--- config.mk ---
export PLATFORM = sky130hd
export DESIGN_NAME = vde_engine
export DESIGN_NICKNAME = d
export VERILOG_FILES = /design/src/rtl/satswarmv2_pkg.sv /design/src/rtl/vde_activity_bank.sv /design/src/rtl/vde_engine.sv
export SDC_FILE = /design/constraint.sdc
export NUM_CORES = 2
export LEC_CHECK = 0
export ABC_CLOCK_PERIOD_IN_PS = 14300
export CAP_MARGIN = 20
export CORE_ASPECT_RATIO = 0.9
export CORE_UTILIZATION = 45
export DETAILED_ROUTE_END_ITERATION = 12
export PLACE_DENSITY = 0.69
export SLEW_MARGIN = 20
export SYNTH_ARGS = -nofsm -noshare
export SYNTH_HDL_FRONTEND = slang
export SYNTH_SLANG_ARGS = --single-unit
export TNS_END_PERCENT = 20
--- constraint.sdc ---
create_clock -name clk -period 14.3 [get_ports clk]
set_input_delay 2.86 -clock clk [delete_from_list [all_inputs] [get_ports clk]]
set_output_delay 2.86 -clock clk [all_outputs]
set_load 0.01 [all_outputs]
--- src/rtl/satswarmv2_pkg.sv ---
// Shared types and constants for the SatSwarmV2 variable decision engine.
// Holds the scan FSM encoding and the batch-bump width helper.
package satswarmv2_pkg;

    localparam int VAR_W  = 32;
    localparam int BUMP_N = 8;

    typedef enum logic [1:0] {
        IDLE = 2'd0,
        SCAN = 2'd1,
        DONE = 2'd2
    } state_e;

    // Counts above the list length collapse to the full list.
    function automatic logic [3:0] clamp_bump(input logic [3:0] count);
        return (count > 4'(BUMP_N)) ? 4'(BUMP_N) : count;
    endfunction

endpackage

--- src/rtl/vde_activity_bank.sv ---
// Per-variable activity counters: optional halving, then +1 per bump hit,
// saturating at the counter maximum. One combinational read port by index.
module vde_activity_bank
    import satswarmv2_pkg::*;
#(
    parameter int MAX_VARS = 16,
    parameter int ACT_W    = 32,
    parameter int IDX_W    = $clog2(MAX_VARS)
) (
    input  logic                          clk,
    input  logic                          reset,
    input  logic [IDX_W-1:0]              eff_max,
    input  logic                          decay,
    input  logic                          bump_valid,
    input  logic [VAR_W-1:0]              bump_var,
    input  logic [3:0]                    bump_count,
    input  logic [BUMP_N-1:0][VAR_W-1:0]  bump_vars,
    input  logic [IDX_W-1:0]              rd_idx,
    output logic [ACT_W-1:0]              rd_act
);

    localparam logic [ACT_W+3:0] ACT_MAX = {4'b0, {ACT_W{1'b1}}};

    logic [ACT_W-1:0] act   [MAX_VARS];
    logic [ACT_W-1:0] act_n [MAX_VARS];
    logic [ACT_W-1:0] base;
    logic [3:0]       hits;
    logic [3:0]       bc;
    logic [ACT_W+3:0] sum;

    always_comb begin
        bc   = clamp_bump(bump_count);
        base = '0;
        hits = '0;
        sum  = '0;
        for (int i = 0; i < MAX_VARS; i++) begin
            act_n[i] = act[i];
        end
        for (int i = 1; i < MAX_VARS; i++) begin
            base = decay ? (act[i] >> 1) : act[i];
            hits = '0;
            // Bumps aimed at index 0 or beyond the current problem are dropped.
            if (IDX_W'(i) <= eff_max) begin
                if (bump_valid && bump_var == VAR_W'(i)) hits = hits + 4'd1;
                for (int j = 0; j < BUMP_N; j++) begin
                    if (4'(j) < bc && bump_vars[j] == VAR_W'(i)) hits = hits + 4'd1;
                end
            end
            sum      = {4'b0, base} + (ACT_W+4)'(hits);
            act_n[i] = (sum > ACT_MAX) ? {ACT_W{1'b1}} : sum[ACT_W-1:0];
        end
    end

    always_ff @(posedge clk) begin
        for (int i = 0; i < MAX_VARS; i++) begin
            if (reset) act[i] <= '0;
            else       act[i] <= act_n[i];
        end
    end

    assign rd_act = act[rd_idx];

endmodule

--- src/rtl/vde_engine.sv ---
// Variable decision engine: linear scan for the unassigned variable with the
// highest activity, plus assigned/saved-phase bookkeeping for the trail.
module vde_engine
    import satswarmv2_pkg::*;
#(
    parameter int MAX_VARS = 16,
    parameter int ACT_W    = 32
) (
    input  logic                          clk,
    input  logic                          reset,
    input  logic                          request,
    output logic                          decision_valid,
    output logic [VAR_W-1:0]              decision_var,
    output logic                          decision_phase,
    input  logic [3:0]                    phase_offset,
    output logic                          all_assigned,
    input  logic [VAR_W-1:0]              max_var,
    input  logic                          clear_all,
    input  logic                          assign_valid,
    input  logic [VAR_W-1:0]              assign_var,
    input  logic                          assign_value,
    input  logic                          clear_valid,
    input  logic [VAR_W-1:0]              clear_var,
    input  logic                          bump_valid,
    input  logic [VAR_W-1:0]              bump_var,
    input  logic [3:0]                    bump_count,
    input  logic [BUMP_N-1:0][VAR_W-1:0]  bump_vars,
    input  logic                          decay,
    output state_e                        state_dbg
);

    localparam int IDX_W = $clog2(MAX_VARS);

    state_e              state, state_n;
    logic [IDX_W-1:0]    eff_max;
    logic [IDX_W-1:0]    idx;
    logic [MAX_VARS-1:0] in_rng;
    logic [MAX_VARS-1:0] assigned, phase_valid, saved_phase;
    logic [ACT_W-1:0]    rd_act;
    logic                best_found, best_found_n, take;
    logic [IDX_W-1:0]    best_var, best_var_n;
    logic [ACT_W-1:0]    best_act, best_act_n;
    logic                pick_phase;

    assign eff_max = (max_var > VAR_W'(MAX_VARS-1)) ? IDX_W'(MAX_VARS-1) : max_var[IDX_W-1:0];

    always_comb begin
        in_rng = '0;
        for (int i = 1; i < MAX_VARS; i++) begin
            in_rng[i] = (IDX_W'(i) <= eff_max);
        end
    end

    // Per variable: clear_all beats clear_valid beats assign_valid; the saved
    // phase follows every in-range assign even when the assigned bit is overridden.
    always_ff @(posedge clk) begin
        if (reset) begin
            assigned    <= '0;
            phase_valid <= '0;
            saved_phase <= '0;
        end else begin
            for (int i = 1; i < MAX_VARS; i++) begin
                if (clear_all)
                    assigned[i] <= 1'b0;
                else if (clear_valid && in_rng[i] && clear_var == VAR_W'(i))
                    assigned[i] <= 1'b0;
                else if (assign_valid && in_rng[i] && assign_var == VAR_W'(i))
                    assigned[i] <= 1'b1;
                if (assign_valid && in_rng[i] && assign_var == VAR_W'(i)) begin
                    saved_phase[i] <= assign_value;
                    phase_valid[i] <= 1'b1;
                end
            end
        end
    end

    vde_activity_bank #(
        .MAX_VARS (MAX_VARS),
        .ACT_W    (ACT_W),
        .IDX_W    (IDX_W)
    ) u_bank (
        .clk        (clk),
        .reset      (reset),
        .eff_max    (eff_max),
        .decay      (decay),
        .bump_valid (bump_valid),
        .bump_var   (bump_var),
        .bump_count (bump_count),
        .bump_vars  (bump_vars),
        .rd_idx     (idx),
        .rd_act     (rd_act)
    );

    // Ties keep the earlier (lower) index; the first unassigned var always wins over "none".
    always_comb begin
        take         = in_rng[idx] && !assigned[idx] && (!best_found || rd_act > best_act);
        best_found_n = best_found | take;
        best_var_n   = take ? idx : best_var;
        best_act_n   = take ? rd_act : best_act;
        pick_phase   = phase_valid[best_var_n] ? saved_phase[best_var_n]
                                               : phase_offset[best_var_n[1:0]];
    end

    always_ff @(posedge clk) begin
        if (reset) state <= IDLE;
        else       state <= state_n;
    end

    // Handshake: request is a level held by the caller; the result (decision_valid
    // or all_assigned) stays up while request stays high and clears one cycle after
    // request falls. Dropping request before the result abandons the scan silently.
    always_comb begin
        state_n = state;
        case (state)
            IDLE:    if (request) state_n = SCAN;
            SCAN:    if (!request) state_n = IDLE;
                     else if (idx >= eff_max) state_n = DONE;
            DONE:    if (!request) state_n = IDLE;
            default: state_n = IDLE;
        endcase
    end

    always_ff @(posedge clk) begin
        if (reset) begin
            idx            <= '0;
            best_found     <= 1'b0;
            best_var       <= '0;
            best_act       <= '0;
            decision_valid <= 1'b0;
            all_assigned   <= 1'b0;
            decision_var   <= '0;
            decision_phase <= 1'b0;
        end else begin
            case (state)
                IDLE: begin
                    idx        <= IDX_W'(1);
                    best_found <= 1'b0;
                    best_var   <= '0;
                    best_act   <= '0;
                end
                SCAN: begin
                    if (request) begin
                        idx        <= idx + IDX_W'(1);
                        best_found <= best_found_n;
                        best_var   <= best_var_n;
                        best_act   <= best_act_n;
                        if (idx >= eff_max) begin
                            decision_valid <= best_found_n;
                            all_assigned   <= !best_found_n;
                            decision_var   <= VAR_W'(best_var_n);
                            decision_phase <= pick_phase;
                        end
                    end
                end
                DONE: begin
                    if (!request) begin
                        decision_valid <= 1'b0;
                        all_assigned   <= 1'b0;
                        decision_var   <= '0;
                        decision_phase <= 1'b0;
                    end
                end
                default: ;
            endcase
        end
    end

    assign state_dbg = state;

endmodule

==> reports/results.tsv <==
stage	metric	value	unit
sta	final.setup_skew	0.02695	ns
pwr	leakage	0.02235	uW
die	die_width	366.9	microns
sta	report.final.setup_viol	0	
cells_and_area	synthToLayoutAreaGrowth	13.61	%
worst_setup_path	worst-setup-path-type	primary input to flop	
clock_tree	clock_insertion_delay_worst_skew	0.64	ns
grt	global_route_wire_length_before_repair	268900	microns
cells_and_area	fillers	11177	
flow_run	max-cap-violations	0	
hold_path	timing.hold.worst_path_depth	2	
placement	dp_hpwl	131700	microns
clock_tree	cts_tree	done	
worst_setup_path	cp_slowest_cell	sky130_fd_sc_hd__a2111oi_1	
cells_and_area	seq_area	0.01160	sq mm
worst_setup_path	endpoint_kind	flop	
clock_tree	cts_resized	0	
clock_tree	postCtsSetupBuffers	0	
sta	fin_crit	12.46	ns
hold_path	holdPathEnd	phase_valid[12]	
worst_setup_path	cp_data_required_time	14.78	ns
clock_tree	clk_transition_reported_paths	0.06	ns
clock_tree	clkSinkCount	579	
synthesis	synth_warnings	0	
die	initial_utilization	45.35	%
die	floorplan.die_area	0.1212	sq mm
placement	finalWeightedCongestion	0.9711	
route	drt_pre_antenna_iters	6	
grt	overflow	0	
pwr	irDropWorstVdd	75.81	uV
sta	final_hold_fails	0	
cells_and_area	layout-drive-gt1-share	7.976	%
pwr	power.density_cell_area	62.28	mW/mm^2
hold_path	hold_path_class	flop to flop	
route	detail_route.iter0.violations	5600	
grt	antenna_found_initial	13	
clock_tree	tritoncts.num_buffers	70	
worst_setup_path	worstReg2RegEnd	decision_phase	
route	vias_per_cell	5.931	
synthesis	postSynthAreaPerCell	7.739	sq um
synthesis	postSynthRegisterBits	579	
route	post_drt_wl_per_cell	19.81	microns
worst_setup_path	worst_setup_path_start_kind	primary input	
clock_tree	cts-root-buf	sky130_fd_sc_hd__clkbuf_16	
synthesis	asyncSetResetFlopFracSynth	0	%
sta	fin_hold_ws	0.4471	ns
grt	grt_usage	27.57	%
synthesis	syn_inst	6968	
sta	finalCritPeriodShare	87.14	%
sta	timing.setup.tns	0	ns
die	num_io_pins	438	
worst_setup_path	crit_path_max_incr_delay	0.83	ns
placement	io_buffers	409	
die	design.core.area	0.1189	sq mm
synthesis	seq_area_frac_synth	21.50	%
sta	rsz0062_at_grt	false	
sta	report.final.slew_viol_count	0	
cells_and_area	nets	7763	
route	remaining_drc_errors	0	
synthesis	synth-main-ff-cell	sky130_fd_sc_hd__dfxtp_1	
clock_tree	post_cts_hold_buffer_count	0	
worst_setup_path	cell_seen_most_often_among_critical_path_stages	sky130_fd_sc_hd__ha_1	
sta	max_slew.worst_pin.slew	1.273	ns
cells_and_area	multi_input_comb_area	0.03957	sq mm
worst_setup_path	timing.reg2reg.setup_slack	6.18	ns
worst_setup_path	r2r_cells	17	
synthesis	number_of_enable_flip_flop_cells_after_synthesis	0	
worst_setup_path	critical_path_arrival	12.94	ns
worst_setup_path	worstPathMaxFanout	4	
route	antenna_left	0	
sta	max_slew_margin	14.99	%
die	row_count	120	
clock_tree	cts_htree_levels	3	
route	postRouteWirelength	173400	microns
grt	first_global_vias	48094	
die	die_height	330.4	microns
grt	pin_count_of_the_biggest_net_entering_global_routing	181	
clock_tree	cts-root-to-sink-buffers	3	
sta	fmaxAchievable	0.08025	GHz
hold_path	min-delay-start	phase_valid[12]	
synthesis	synth.cell_area	0.05392	sq mm
synthesis	netlist-cell-type-count	99	
route	dr_total_vias	51909	
run_status	run_status	finished, final reports clean	
[worst max-delay path: cells and delay by family]
kind            cells  cell delay [ns]
xor+xnor            2             0.40
fa+ha+maj           8             2.39
compound gates      4             1.35
mux                 7             1.77
simple gates       11             3.57
buf+inv             4             0.62
[cell families (layout without fill, tap and decap cells)]
kind of cell,count (synthesis),count (layout),synth area share [%]
mux,469,469,12.09
buf+inv,723,887,5.423
flops,579,579,21.50
simple gates,2595,2595,24.20
compound gates,1463,1463,15.55
other cells,1,35,0.006954
xor+xnor,877,877,14.98
fa+ha+maj,261,261,6.260
[cell type report]
| class | instances | area share [%] |
|---|---|---|
| tap | 1586 | 3.239 |
| inverter | 278 | 1.707 |
| clock inverter | 19 | 0.3370 |
| sequential | 579 | 18.94 |
| antenna | 7 | 0.02859 |
| timing repair buffer | 480 | 7.761 |
| multi-input combinational | 5693 | 64.59 |
| clock buffer | 110 | 3.401 |
[where the power goes]
| group | switching (uW) | leakage (uW) | internal, uW |
|---|---|---|---|
| sequential | 30.9 | 0.00468 | 1630 |
| clock | 769 | 0.00112 | 1050 |
| combinational | 180 | 0.0166 | 163 |
[flip-flops by register name, indices dropped and copies added, names as in the netlist, named ones only]
| register | flops |
|---|---|
| u_bank.act | 480 |
| best_act | 32 |
| assigned | 15 |
| phase_valid | 15 |
| saved_phase | 15 |
| best_var | 4 |
| decision_var | 4 |
| idx | 4 |
| state_dbg | 2 |
| all_assigned | 1 |
| best_found | 1 |
| decision_phase | 1 |
| decision_valid | 1 |
[through the flow]
step                      power [uW]  cells  util (%)  instance area [sq um]  setup slack (ns)
after floorplan                 1857   6995         -                  54020             3.337
after global placement          2023   8612     49.47                  58830             1.421
after detailed placement        2027   8612     49.47                  58830             1.167
after CTS                       3829   8741     51.40                  61120             1.791
after global routing            3934   8747     51.51                  61250             1.279
final                           3815   8752     51.52                  61260             1.839
[worst max-delay path by stage]
stage               cells past startpoint          start                  to  slack (ns)
floorplan                              34    bump_var[5]   u_bank.act[5][28]        3.34
global placement                       37  bump_count[3]   u_bank.act[15][0]        1.42
detailed placement                     37  bump_count[3]  u_bank.act[15][10]        1.17
CTS                                    37  bump_count[3]  u_bank.act[15][10]        1.79
global route                           39   bump_var[16]   u_bank.act[6][18]        1.28
finish                                 36   bump_vars[5]   u_bank.act[5][28]        1.84
[metal layers]
metal | routed length [microns] | GRT usage [%] | up-vias | share of wire, %
li1 | - | - | 24845 | -
met1 | 79440 | 40.00 | 25026 | 46
met2 | 75740 | 43.01 | 1844 | 44
met3 | 15140 | 4.169 | 194 | 8.7
met4 | 3077 | 5.951 | 0 | 1.8
met5 | 0 | 0 | - | 0
[cells in the mapped netlist, types with 10 or more instances]
cell                          n  area [sq um]
sky130_fd_sc_hd__or2_2       31         193.9
sky130_fd_sc_hd__or4_1       16         120.1
sky130_fd_sc_hd__xor2_1     371          3249
sky130_fd_sc_hd__or3_1       33         206.5
sky130_fd_sc_hd__mux2_2     147          1655
sky130_fd_sc_hd__mux4_2     131          2950
sky130_fd_sc_hd__a211oi_1    48         360.4
sky130_fd_sc_hd__buf_1       55         206.5
sky130_fd_sc_hd__nand3_1    355          1777
sky130_fd_sc_hd__dfxtp_1    579         11590
sky130_fd_sc_hd__buf_4       37         277.8
sky130_fd_sc_hd__a21boi_0    16         120.1
sky130_fd_sc_hd__nand4_1     95         594.3
sky130_fd_sc_hd__ha_1       245          3065
sky130_fd_sc_hd__a22o_1      32         280.3
sky130_fd_sc_hd__a221oi_1    18         157.7
sky130_fd_sc_hd__fa_1        15         300.3
sky130_fd_sc_hd__and4_1      20         175.2
sky130_fd_sc_hd__mux2i_1    191          1912
sky130_fd_sc_hd__nor4_2      22         275.3
sky130_fd_sc_hd__a21o_1      56         420.4
sky130_fd_sc_hd__o2111ai_1   15         131.4
sky130_fd_sc_hd__xnor3_1     14         315.3
sky130_fd_sc_hd__nor4_1     126         788.3
sky130_fd_sc_hd__and2_1      66         412.9
sky130_fd_sc_hd__clkbuf_1   296          1111
sky130_fd_sc_hd__nor2b_1    179          1120
sky130_fd_sc_hd__a31oi_1     43         269.0
sky130_fd_sc_hd__nand2_1    749          2811
sky130_fd_sc_hd__nor4b_1     14         122.6
sky130_fd_sc_hd__inv_1      272          1021
sky130_fd_sc_hd__xnor2_1    472          4134
sky130_fd_sc_hd__nand2b_1    45         281.5
sky130_fd_sc_hd__o21ai_0    183         915.9
sky130_fd_sc_hd__nor2_1     524          1967
sky130_fd_sc_hd__buf_2       56         280.3
sky130_fd_sc_hd__and3_1      76         475.5
sky130_fd_sc_hd__o21a_1      14         105.1
sky130_fd_sc_hd__nor3b_1     35         262.8
sky130_fd_sc_hd__nand4b_1    16         140.1
sky130_fd_sc_hd__a21oi_1    919          4599
sky130_fd_sc_hd__o211ai_1    10         75.07
sky130_fd_sc_hd__nand3b_1    20         150.1
sky130_fd_sc_hd__nor3_1     124         620.6
[cell usage in the layout, fill, tap and decap left out, types with 33 or more instances in the layout]
master                            netlist  layout
sky130_fd_sc_hd__clkdlybuf4s50_1        0     407
sky130_fd_sc_hd__xnor2_1              472     471
sky130_fd_sc_hd__ha_1                 245     245
sky130_fd_sc_hd__and2_1                66      66
sky130_fd_sc_hd__mux2i_1              191     190
sky130_fd_sc_hd__a21oi_1              919     919
sky130_fd_sc_hd__nor4_1               126     123
sky130_fd_sc_hd__nor3_1               124     121
sky130_fd_sc_hd__nor2_1               524     524
sky130_fd_sc_hd__mux4_2               131     131
sky130_fd_sc_hd__a31oi_1               43      43
sky130_fd_sc_hd__nand4_1               95      95
sky130_fd_sc_hd__mux2_2               147     147
sky130_fd_sc_hd__buf_4                 37      62
sky130_fd_sc_hd__a21o_1                56      56
sky130_fd_sc_hd__nand2b_1              45      45
sky130_fd_sc_hd__xor2_1               371     371
sky130_fd_sc_hd__inv_1                272     272
sky130_fd_sc_hd__nor3b_1               35      35
sky130_fd_sc_hd__nand2_1              749     747
sky130_fd_sc_hd__a211oi_1              48      48
sky130_fd_sc_hd__dfxtp_1              579     576
sky130_fd_sc_hd__or3_1                 33      33
sky130_fd_sc_hd__nor2b_1              179     179
sky130_fd_sc_hd__o21ai_0              183     183
sky130_fd_sc_hd__clkbuf_16              0      71
sky130_fd_sc_hd__nand3_1              355     355
sky130_fd_sc_hd__and3_1                76      76
No activity file was read; power rests on OpenSTA's default activity.
